## config.mk

```make
export PLATFORM = sky130hd
export DESIGN_NAME = rv3n_chain_step_ctrl
export DESIGN_NICKNAME = d
export VERILOG_FILES = /design/src/rtl/rv3n_chain_step_ctrl.sv
export SDC_FILE = /design/constraint.sdc
export NUM_CORES = 1
export LEC_CHECK = 0
export ABC_AREA = 1
export CORE_MARGIN = 8
export CORE_UTILIZATION = 53
export CTS_CLUSTER_DIAMETER = 100
export CTS_CLUSTER_SIZE = 40
export DETAILED_ROUTE_END_ITERATION = 8
export PLACE_DENSITY = 0.85
export SLEW_MARGIN = 40
export SYNTH_ARGS = -nofsm -noshare
export SYNTH_HDL_FRONTEND = slang
export SYNTH_SLANG_ARGS = --single-unit
```

## constraint.sdc

```tcl
create_clock -name clk -period 4.4 [get_ports clk]
set_input_delay 0.88 -clock clk [delete_from_list [all_inputs] [get_ports clk]]
set_output_delay 0.88 -clock clk [all_outputs]
set_load 0.005 [all_outputs]
```

## src/rtl/rv3n_chain_step_ctrl.sv

```systemverilog
// Issue-chain flow controller: occupancy tracking, chain_step
// generation, halt/drain sequencing and stall statistics.
module rv3n_chain_step_ctrl #(
   parameter int PNUM      = 4,
   parameter int CHAIN_LEN = 4,
   parameter int OCC_W     = $clog2(CHAIN_LEN + 1),
   parameter int STALL_W   = 16
) (
   input  logic               clk,
   input  logic               rst,
   input  logic               stage_clear,
   input  logic [PNUM-1:0]    id_valid,
   input  logic               id_halt,
   input  logic               chain_retire,
   input  logic               resume,
   output logic               chain_step,
   output logic [OCC_W-1:0]   occupancy,
   output logic [2:0]         ctrl_state,
   output logic [STALL_W-1:0] stall_count,
   output logic               retire_err
);

   localparam logic [2:0] S_RUN   = 3'b001;
   localparam logic [2:0] S_DRAIN = 3'b010;
   localparam logic [2:0] S_HALT  = 3'b100;

   localparam logic [OCC_W-1:0]   OCC_MAX   = OCC_W'(CHAIN_LEN);
   localparam logic [STALL_W-1:0] STALL_MAX = '1;

   logic [2:0]       state;
   logic [2:0]       state_nxt;
   logic [OCC_W-1:0] occ_nxt;
   logic             has_grp;
   logic             inc;
   logic             dec;
   logic             stall;

   assign has_grp = |id_valid;
   assign inc     = chain_step & has_grp;
   assign dec     = chain_retire & (occupancy != '0);
   assign stall   = has_grp & ~chain_step & ~stage_clear;

   // A flush empties the chain outright; otherwise inc/dec net out.
   always_comb begin
      occ_nxt = occupancy;
      if (stage_clear)
         occ_nxt = '0;
      else
         occ_nxt = occupancy + OCC_W'(inc) - OCC_W'(dec);
   end

   always_ff @(posedge clk) begin
      if (rst) begin
         state <= S_RUN;
      end else begin
         state <= state_nxt;
      end
   end

   always_comb begin
      state_nxt = state;
      if (stage_clear) begin
         state_nxt = S_RUN;
      end else begin
         unique case (1'b1)
            state[0]: if (inc & id_halt)     state_nxt = S_DRAIN;
            state[1]: if (occ_nxt == '0)     state_nxt = S_HALT;
            state[2]: if (resume)            state_nxt = S_RUN;
            default:                         state_nxt = S_RUN;
         endcase
      end
   end

   // A same-cycle retire frees the slot a full chain needs.
   always_comb begin
      ctrl_state = state;
      chain_step = 1'b0;
      if (!stage_clear && state == S_RUN)
         chain_step = (occupancy < OCC_MAX) | chain_retire;
   end

   always_ff @(posedge clk) begin
      if (rst) begin
         occupancy   <= '0;
         stall_count <= '0;
         retire_err  <= 1'b0;
      end else begin
         occupancy <= occ_nxt;
         if (stall && stall_count != STALL_MAX)
            stall_count <= stall_count + 1'b1;
         if (chain_retire && occupancy == '0)
            retire_err <= 1'b1;
      end
   end

endmodule

```

==> results by group, run 1 <==
Detailed routing
  • Routed vias/inst: 5.10
  • DR DRC count: 0
  • Post-Route WL: 3.46 mm
  • DR iter-0 viols: 100
  • Detail Route Antenna Nets: 0
  • Wirelength per Cell: 12.5 um
  • DRT Pass-1 Iters: 4
  • Via count: 1,407

Hold path
  • HP Class: reg -> reg
  • Worst Hold Launch: retire_err$_SDFFE_PP0P_

Power and ir drop
  • Sequential Power Share: 56.6%
  • Cell internal pwr: 0.280 mW
  • Leak: 0.668 nW
  • Net Sw Frac: 28.0%
  • IR Drop Worst-Case VDD: 200 uV
  • Power Density: 220 nW/um^2
  • Clk network pwr share: 25.6%
  • Logic gate share of total power: 17.8%
  • NetSw: 0.109 mW

Clock tree
  • Clock Latency Late Sink: 0.32 ns
  • TritonCTS clock tree: yes
  • PostCTS Resize Cnt: 0
  • Clock buffer count from CTS: 3
  • CTS Buffer Depth: 2
  • # Post-CTS Setup Buffers: 0
  • H-tree depth: 1
  • CTS root buf: clkbuf_4
  • Clock sink total: 23
  • Hold Buf Count CTS: 0
  • Clock transition at path regs: 0.12 ns

Logic synthesis
  • Cell taking the most area after synthesis: dfxtp_1
  • Mapped Area: 1410 um^2
  • Avg Cell Area, Syn: 6.61 um^2
  • Synth area leaders: dfxtp_1 (33%), nand2_1 (20%), nor2_1 (8.0%)
  • FF+latch count, synth: 23
  • Top-area cell type share of the netlist area: 32.7%
  • Total nets after synthesis: 227
  • Post-synthesis cell type count: 25
  • Synth Warn #: 0
  • Sequential area share after synthesis: 32.7%
  • Cells after synthesis: 213

STA
  • Fin. max-slew vios: 0
  • Clk_skew: 0.00557 ns
  • Worst-Margin Slew: 0.782 ns
  • RSZ-0062 raised after global routing: no
  • Final min period: 3.12 ns
  • Slew headroom: 47.7%
  • Count of final hold-check violations: 0
  • Final setup viols: 0
  • Final worst-path cycle share: 70.9%
  • Achievable Freq: 320 MHz
  • TNS Setup: 0 ns

Floorplan
  • Row count: 18
  • # IOs: 34
  • Die height: 67.6 um
  • Die area: 4560 um^2
  • Core ar.: 2500 um^2
  • Die W: 67.6 um
  • Initial Util: 56.4%

Setup path
  • Critical Path Fanout Max: 4
  • Crit path DAT: 2.24 ns
  • Critical Path Source: chain_retire
  • CP required: 3.52 ns
  • Worst Setup Path Type: in -> out
  • CP Capture Type: output port
  • Crit start category: input pin
  • Worst reg2reg path startpoint: ctrl_state[2]$_SDFF_PP0_

Global routing
  • Grt peak-use layer: met2
  • Global-route wire length before repair: 5.47 mm
  • Met1 Use GR: 20.5%
  • GR Layer Usage met2: 23.6%
  • Number of global-route vias before repair: 1,165
  • Largest net degree at the start of global routing: 17
  • GR Overflow Total: 0
  • Total Routing Usage GR: 15.4%
  • Initial antenna violation count: 0
  • Met3 usage: 4.64%

Outcome
  • Status: complete, no violations

Job
  • Maxcap violations: 0

Layout
  • Number of diodes: 0
  • NumNets Final: 261
  • # fillers: 209
  • Fraction of layout cells with a size suffix above 1: 9.35%
  • Post-route cell area: 1770 um^2
  • Area Growth Syn to Fin: 25.9%

Placement
  • Placer Congestion: 0.932
  • Port Buffers: 33
  • Post-DP Area: 1750 um^2
  • Dpl hpwl: 2.62 mm
[through the flow]
step                      hold slack (ns)  cells  total power [mW]  utilization (%)  setup WS [ns]
after floorplan                     0.447    213             0.265                -           1.79
after global placement              0.440    272             0.292             69.9           1.25
after detailed placement            0.440    272             0.295             69.9           1.14
after CTS                           0.458    276             0.394             71.0           1.28
after global routing                0.484    276             0.410             71.0           1.18
final                               0.455    276             0.390             71.0           1.28
[cells in the mapped netlist (all sizes together)]
library cell and count:
clkbuf 2, o21a 1, ha 3, a21oi 17, xnor2 2, nand2 77, fa 1, nand3 13
a21o 1, nand4 6, buf 2, xor2 4, inv 20, dfxtp 23, nor2 36, o21ai 4
nor3 1
[path summary, 6_finish.rpt]
check | endpoint | slack [ns] | cells after the start
min | retire_err$_SDFFE_PP0P_ | 0.46 | 2
max reg2reg | ctrl_state[1]$_SDFF_PP0_ | 2.03 | 13
max | chain_step | 1.28 | 6
min reg2reg | retire_err$_SDFFE_PP0P_ | 0.46 | 2
[critical path: stages]
cell,delay (ns)
clkdlybuf4s50_1,0.47
inv_1,0.05
nand2_1,0.07
nand2_1,0.06
nor2_2,0.16
clkdlybuf4s50_1,0.55
[power by group through the flow]
stage               Sequential, mW  Clock [mW]  Combinational [mW]
detailed placement           0.225           0              0.0696
floorplan                    0.224           0              0.0410
global placement             0.225           0              0.0672
global route                 0.221       0.112              0.0761
CTS                          0.220       0.104              0.0699
finish                       0.220      0.0999              0.0693
[state kept, by name, summed over array words and instances, names as in the netlist]
register / flops
ctrl_state: 3
retire_err: 1
stall_count: 16
occupancy: 3
[cell families after synthesis]
group,count (synthesis),synth area share (%)
AOI/OAI and AO/OA,23,11.5
adders and majority gates,4,4.09
and+or+nand+nor,133,40.6
buffers and inverters,24,7.46
xor gates and xnor gates,6,3.73
DFF,23,32.7
[area by class of cell]
class | count | area, um^2 | share of cell area (%)
well taps | 30 | 37.5 | 2.12
repair buffers | 33 | 330 | 18.6
clock inverters | 1 | 5.00 | 0.282
flip-flops and latches | 23 | 460 | 26.0
clock buffers | 3 | 22.5 | 1.27
multi-input cells | 166 | 843 | 47.5
inverters | 20 | 75.1 | 4.23
[metal layers]
| metal | up-vias | routed length [um] | part of all wire [%] |
|---|---|---|---|
| li1 | 743 | - | - |
| met1 | 611 | 1620 | 47 |
| met2 | 49 | 1520 | 44 |
| met3 | 4 | 289 | 8.4 |
| met4 | 0 | 27 | 0.78 |
| met5 | - | 0 | 0 |
[placed cells by master (no fill, tap or decap), drive strengths merged]
master	Yosys	final
nand4	6	6
xor2	4	4
o21ai	4	4
nor2	36	36
ha	3	3
fa	1	1
dfxtp	23	23
clkinv	0	1
nand3	13	13
inv	20	20
clkdlybuf4s50	0	33
xnor2	2	2
o21a	1	1
a21o	1	1
nand2	77	77
nor3	1	1
a21oi	17	17
clkbuf	2	3
Note: power is estimated with default switching activity, not from simulation.
==> inputs of run 2 (changes only) <==
- CORE_UTILIZATION: 53 -> 49
- PLACE_DENSITY: 0.85 -> 0.79
- clock period: 4.4 -> 3.09 ns (I/O delays scaled with it)
==> run 2 against run 1 <==
Sequential share of layout area fell by 0.22 points. Worst setup slack got worse by 0.81 ns. Clock-buffer cell count rose by 1. Via count rose by 0.43%. Cell area rose by 0.85%. Final cell count rose by 1.1%. Sequential power rose by 43%. Register-to-register slack got worse by 1.2 ns. Global-route usage fell by 1.5 points. Core utilization fell by 5.5 points. Clock skew rose by 0.0019 ns. Critical endpoint unchanged. Highest routed layer unchanged.
==> results by group, run 2 (same netlist as run 1, synthesis figures left out) <==
Outcome
  • Status: complete, no violations

Power and ir drop
  • Sequential Power Share: 56.7%
  • Power Density: 309 nW/um^2
  • IR Drop Worst-Case VDD: 200 uV
  • Net Sw Frac: 27.0%
  • Cell internal pwr: 0.403 mW
  • NetSw: 0.149 mW
  • Leak: 0.675 nW
  • Logic gate share of total power: 18.2%
  • Clk network pwr share: 25.1%

Layout
  • NumNets Final: 263
  • Fraction of layout cells with a size suffix above 1: 9.68%
  • Area Growth Syn to Fin: 27.0%
  • Post-route cell area: 1790 um^2
  • # fillers: 257
  • Most frequent cells in the layout: nand2_1 (75), clkdlybuf4s50_1 (33), nor2_1 (30)
  • Reg with most FFs: stall_count
  • Post-layout util: 65.4%
  • Max FFs per register: 16
  • Number of diodes: 0
  • Most common cell after layout, fill and taps aside: nand2_1

Detailed routing
  • Wirelength per Cell: 12.4 um
  • DR DRC count: 0
  • DRT Pass-1 Iters: 4
  • DR iter-0 viols: 106
  • Via count: 1,413
  • Routed vias/inst: 5.06
  • Post-Route WL: 3.47 mm
  • Detail Route Antenna Nets: 0

Setup path
  • Critical Path Fanout Max: 3
  • CP bufs+invs: 4
  • Critical path cell sequence: clkdlybuf4s50_1 > inv_1 > nand2_1 > nand2_1 > nor2_2 > buf_4 > clkdlybuf4s50_1
  • Worst Setup Path Type: in -> out
  • Crit path DAT: 2.00 ns
  • CP Capture Type: output port
  • CP required: 2.47 ns
  • CP delay by family, top: buffers and inverters
  • Slowest CP cell: clkdlybuf4s50_1
  • CP peak stage delay: 0.50 ns
  • Crit start category: input pin

Placement
  • Post-DP Area: 1760 um^2
  • Port Buffers: 33
  • Placer Congestion: 0.841
  • Dpl hpwl: 2.65 mm

STA
  • Count of final hold-check violations: 0
  • TNS Setup: 0 ns
  • Achievable Freq: 382 MHz
  • Final setup viols: 0
  • Final min period: 2.62 ns
  • Fin. max-slew vios: 0
  • Slew headroom: 73.3%
  • Final worst-path cycle share: 84.8%
  • Worst-Margin Slew: 0.399 ns
  • Clk_skew: 0.00745 ns
  • RSZ-0062 raised after global routing: no

Clock tree
  • Clock Latency Late Sink: 0.30 ns
  • Hold Buf Count CTS: 0
  • CTS root buf: clkbuf_4
  • Clock transition at path regs: 0.12 ns
  • Clock sink total: 23
  • CTS Buffer Depth: 2
  • Clock buffer count from CTS: 3
  • PostCTS Resize Cnt: 0
  • # Post-CTS Setup Buffers: 0
  • TritonCTS clock tree: yes
  • H-tree depth: 1

Hold path
  • HP Class: reg -> reg

Global routing
  • Number of global-route vias before repair: 1,270
  • Global-route wire length before repair: 5.78 mm
  • GR Overflow Total: 0
  • Largest net degree at the start of global routing: 17
  • Initial antenna violation count: 0
  • Total Routing Usage GR: 13.9%

Floorplan
  • Initial Util: 51.5%
  • Die area: 4850 um^2
  • Die height: 69.6 um
  • Row count: 19
  • Die W: 69.6 um
  • # IOs: 34
  • Core ar.: 2730 um^2

Job
  • Maxcap violations: 0
-- run 2: changes by cell type in the layout (fill, tap and decap cells not counted), sizes merged --
cell | before | now
clkbuf | 3 | 4
clkinv | 1 | 0
buf | 0 | 2
-- run 2: layout make-up --
type | instances | area, um^2 | share of cell area [%]
inverters | 20 | 75.1 | 4.20
clock buffers | 4 | 26.3 | 1.47
multi-input cells | 166 | 843 | 47.1
repair buffers | 35 | 345 | 19.3
well taps | 31 | 38.8 | 2.17
flip-flops and latches | 23 | 460 | 25.7
-- run 2: power groups by stage --
stage	logic [mW]	clock network (mW)	registers (mW)
6_report	0.101	0.139	0.314
4_1_cts	0.102	0.145	0.314
5_1_grt	0.114	0.154	0.315
3_3_place_gp	0.0983	0	0.320
2_1_floorplan	0.0584	0	0.319
3_5_place_dp	0.102	0	0.320
-- run 2: worst paths after layout --
path / depth (start not counted) / slack [ns] / start / endpoint
setup reg to reg: 13 / 0.83 / ctrl_state[2]$_SDFF_PP0_ / ctrl_state[1]$_SDFF_PP0_
hold / removal: 2 / 0.46 / retire_err$_SDFFE_PP0P_ / retire_err$_SDFFE_PP0P_
setup / recovery: 7 / 0.47 / chain_retire / chain_step
hold reg to reg: 2 / 0.46 / retire_err$_SDFFE_PP0P_ / retire_err$_SDFFE_PP0P_
-- run 2: worst reg2reg max path, delay by kind of cell (launching register included) --
kind / cells / cell delay [ns]
AOI/OAI and AO/OA: 2 / 0.31
adders and majority gates: 3 / 0.85
buffers and inverters: 2 / 0.10
DFF: 1 / 0.37
and+or+nand+nor: 6 / 0.57
-- run 2: per-stage QoR --
step	power, mW	setup slack [ns]	std cells	hold slack (ns)
3_5_place_dp	0.422	0.183	275	0.445
6_report	0.553	0.470	279	0.457
2_1_floorplan	0.378	0.743	213	0.447
3_3_place_gp	0.418	0.266	275	0.440
4_1_cts	0.561	0.457	279	0.464
5_1_grt	0.583	0.346	279	0.492
-- run 2: routing by layer --
metal	up-vias	part of all wire, %	global-route usage, %
li1	744	-	-
met1	644	48	17.3
met2	23	48	23.5
met3	2	4.1	3.00
met4	0	0.43	3.79
met5	-	0	0
==> inputs of run 3 (changes only) <==
- CORE_UTILIZATION: 49 -> 44
- PLACE_DENSITY: 0.79 -> 0.75
- clock period: 3.09 -> 2.25 ns (I/O delays scaled with it)
==> run 3 against run 2 <==
Cell area up 5.7%. Worst setup slack worse by 0.46 ns. Register-to-register slack got worse by 0.82 ns. Total power is 39% higher. Clock power up 34%. Critical path type is now reg -> reg. Largest cell class unchanged.
==> results by group, run 3 (same netlist as run 1, synthesis figures left out) <==
Setup path
  • Crit start category: flop
  • Critical Path Fanout Max: 3
  • R2r worst-path depth: 12
  • Worst reg2reg path startpoint: ctrl_state[2]$_SDFF_PP0_
  • CP required: 2.49 ns
  • Critical Path Source: ctrl_state[2]$_SDFF_PP0_
  • Worst Setup Path Type: reg -> reg
  • Crit path DAT: 2.48 ns
  • CP endpoint: ctrl_state[2]$_SDFF_PP0_
  • CP Capture Type: flop
  • R2r setup slk: 0.01 ns
  • Reg-to-reg endpoint: ctrl_state[2]$_SDFF_PP0_

Layout
  • Post-layout util: 61.9%
  • # fillers: 313
  • Fraction of layout cells with a size suffix above 1: 16.1%
  • NumNets Final: 270
  • Max FFs per register: 16
  • Reg with most FFs: stall_count
  • Area Growth Syn to Fin: 34.2%
  • Most frequent cells in the layout: nand2_1 (73), nor2_1 (29), clkdlybuf4s50_1 (27)
  • Number of diodes: 0
  • Most common cell after layout, fill and taps aside: nand2_1

Floorplan
  • Die W: 72.6 um
  • Die height: 72.6 um
  • Die area: 5270 um^2
  • Initial Util: 46.1%
  • Core ar.: 3050 um^2
  • Row count: 20
  • # IOs: 34

Placement
  • Port Buffers: 33
  • Placer Congestion: 0.859
  • Dpl hpwl: 2.60 mm

Clock tree
  • Clock buffer count from CTS: 3
  • H-tree depth: 1
  • Clock transition at path regs: 0.12 ns
  • Clock Latency Late Sink: 0.30 ns
  • CTS Buffer Depth: 2
  • CTS root buf: clkbuf_4
  • TritonCTS clock tree: yes
  • Clock sink total: 23

STA
  • Clk_skew: 0.00161 ns
  • Count of final hold-check violations: 0
  • Fin. max-slew vios: 0
  • Achievable Freq: 447 MHz
  • RSZ-0062 raised after global routing: yes
  • Final worst-path cycle share: 99.5%
  • Worst-Margin Slew: 0.397 ns
  • Final min period: 2.24 ns
  • Slew headroom: 73.4%
  • Final setup viols: 0
  • TNS Setup: 0 ns

Global routing
  • Global-route wire length before repair: 5.82 mm
  • Number of global-route vias before repair: 1,330
  • Largest net degree at the start of global routing: 17
  • Initial antenna violation count: 0
  • Total Routing Usage GR: 13.3%
  • GR Overflow Total: 0

Detailed routing
  • Post-Route WL: 3.50 mm
  • Detail Route Antenna Nets: 0
  • Wirelength per Cell: 11.7 um
  • DR DRC count: 0
  • DR iter-0 viols: 58
  • Via count: 1,454
  • Routed vias/inst: 4.86
  • DRT Pass-1 Iters: 4

Outcome
  • Status: complete, no violations

Hold path
  • HP Class: reg -> reg

Power and ir drop
  • Leak: 0.749 nW
  • IR Drop Worst-Case VDD: 301 uV
  • Overall Power: 0.766 mW
  • Power Density: 405 nW/um^2

Job
  • Maxcap violations: 0
==> run 3: worst min path at each step <==
| stage | startpoint | endpoint | slack, ns | cells after the start |
|---|---|---|---|---|
| CTS | retire_err$_SDFFE_PP0P_ | retire_err$_SDFFE_PP0P_ | 0.46 | 2 |
| global route | retire_err$_SDFFE_PP0P_ | retire_err$_SDFFE_PP0P_ | 0.50 | 2 |
| detailed placement | retire_err$_SDFFE_PP0P_ | retire_err$_SDFFE_PP0P_ | 0.45 | 2 |
| finish | retire_err$_SDFFE_PP0P_ | retire_err$_SDFFE_PP0P_ | 0.46 | 2 |
| floorplan | retire_err$_SDFFE_PP0P_ | retire_err$_SDFFE_PP0P_ | 0.45 | 2 |
| global placement | retire_err$_SDFFE_PP0P_ | retire_err$_SDFFE_PP0P_ | 0.44 | 2 |
==> run 3: through the flow <==
stage / worst slack [ns] / instances / hold slack [ns] / instance area [um^2]
finish: 0.0115 / 299 / 0.460 / 1890
global route: -0.0886 / 299 / 0.496 / 1890
CTS: 0.0212 / 297 / 0.464 / 1840
detailed placement: -0.452 / 292 / 0.446 / 1810
global placement: -0.405 / 292 / 0.438 / 1810
floorplan: 0.0714 / 213 / 0.447 / 1410
==> run 3: power by group <==
part           switching, mW  internal (mW)  leakage [nW]
combinational         0.0734         0.0753         0.545
sequential            0.0132          0.418         0.189
clock                  0.117         0.0691        0.0150
==> run 3: routing by layer <==
layer  GRT usage [%]  vias to the layer above  wire length, um
met2            20.6                       32             1630
met4            5.78                        0               51
li1                -                      759                -
met1            17.2                      657             1590
met3            2.88                        6              231
met5               0                        -                0
==> run 3: area by class of cell <==
class,count,area (um^2),area share (%)
Multi-Input combinational cell,166,861,45.5
Tap cell,44,55.1,2.91
Sequential cell,23,468,24.8
Inverter,20,75.1,3.97
Timing Repair Buffer,42,405,21.4
Clock buffer,4,26.3,1.39
==> run 3: critical path: stages, from the launching register on <==
cell and delay (ns):
dfxtp_4 0.37, nor2_4 0.12, nand2_2 0.08, nor2_2 0.11, nand2_1 0.07, ha_1 0.28, inv_1 0.06, ha_2 0.16
inv_2 0.03, fa_2 0.52, o21a_1 0.14, nand3_1 0.08, a21oi_1 0.14
==> run 3: timing repair <==
action / CTS / global route
resized for setup: 2 / 16
buffers inserted: 1 / 2
endpoints found under the setup margin: 3 / 3
hold endpoints to repair: 0 / 0
hold buffers: 0 / 0
pin swaps: 3 / 6
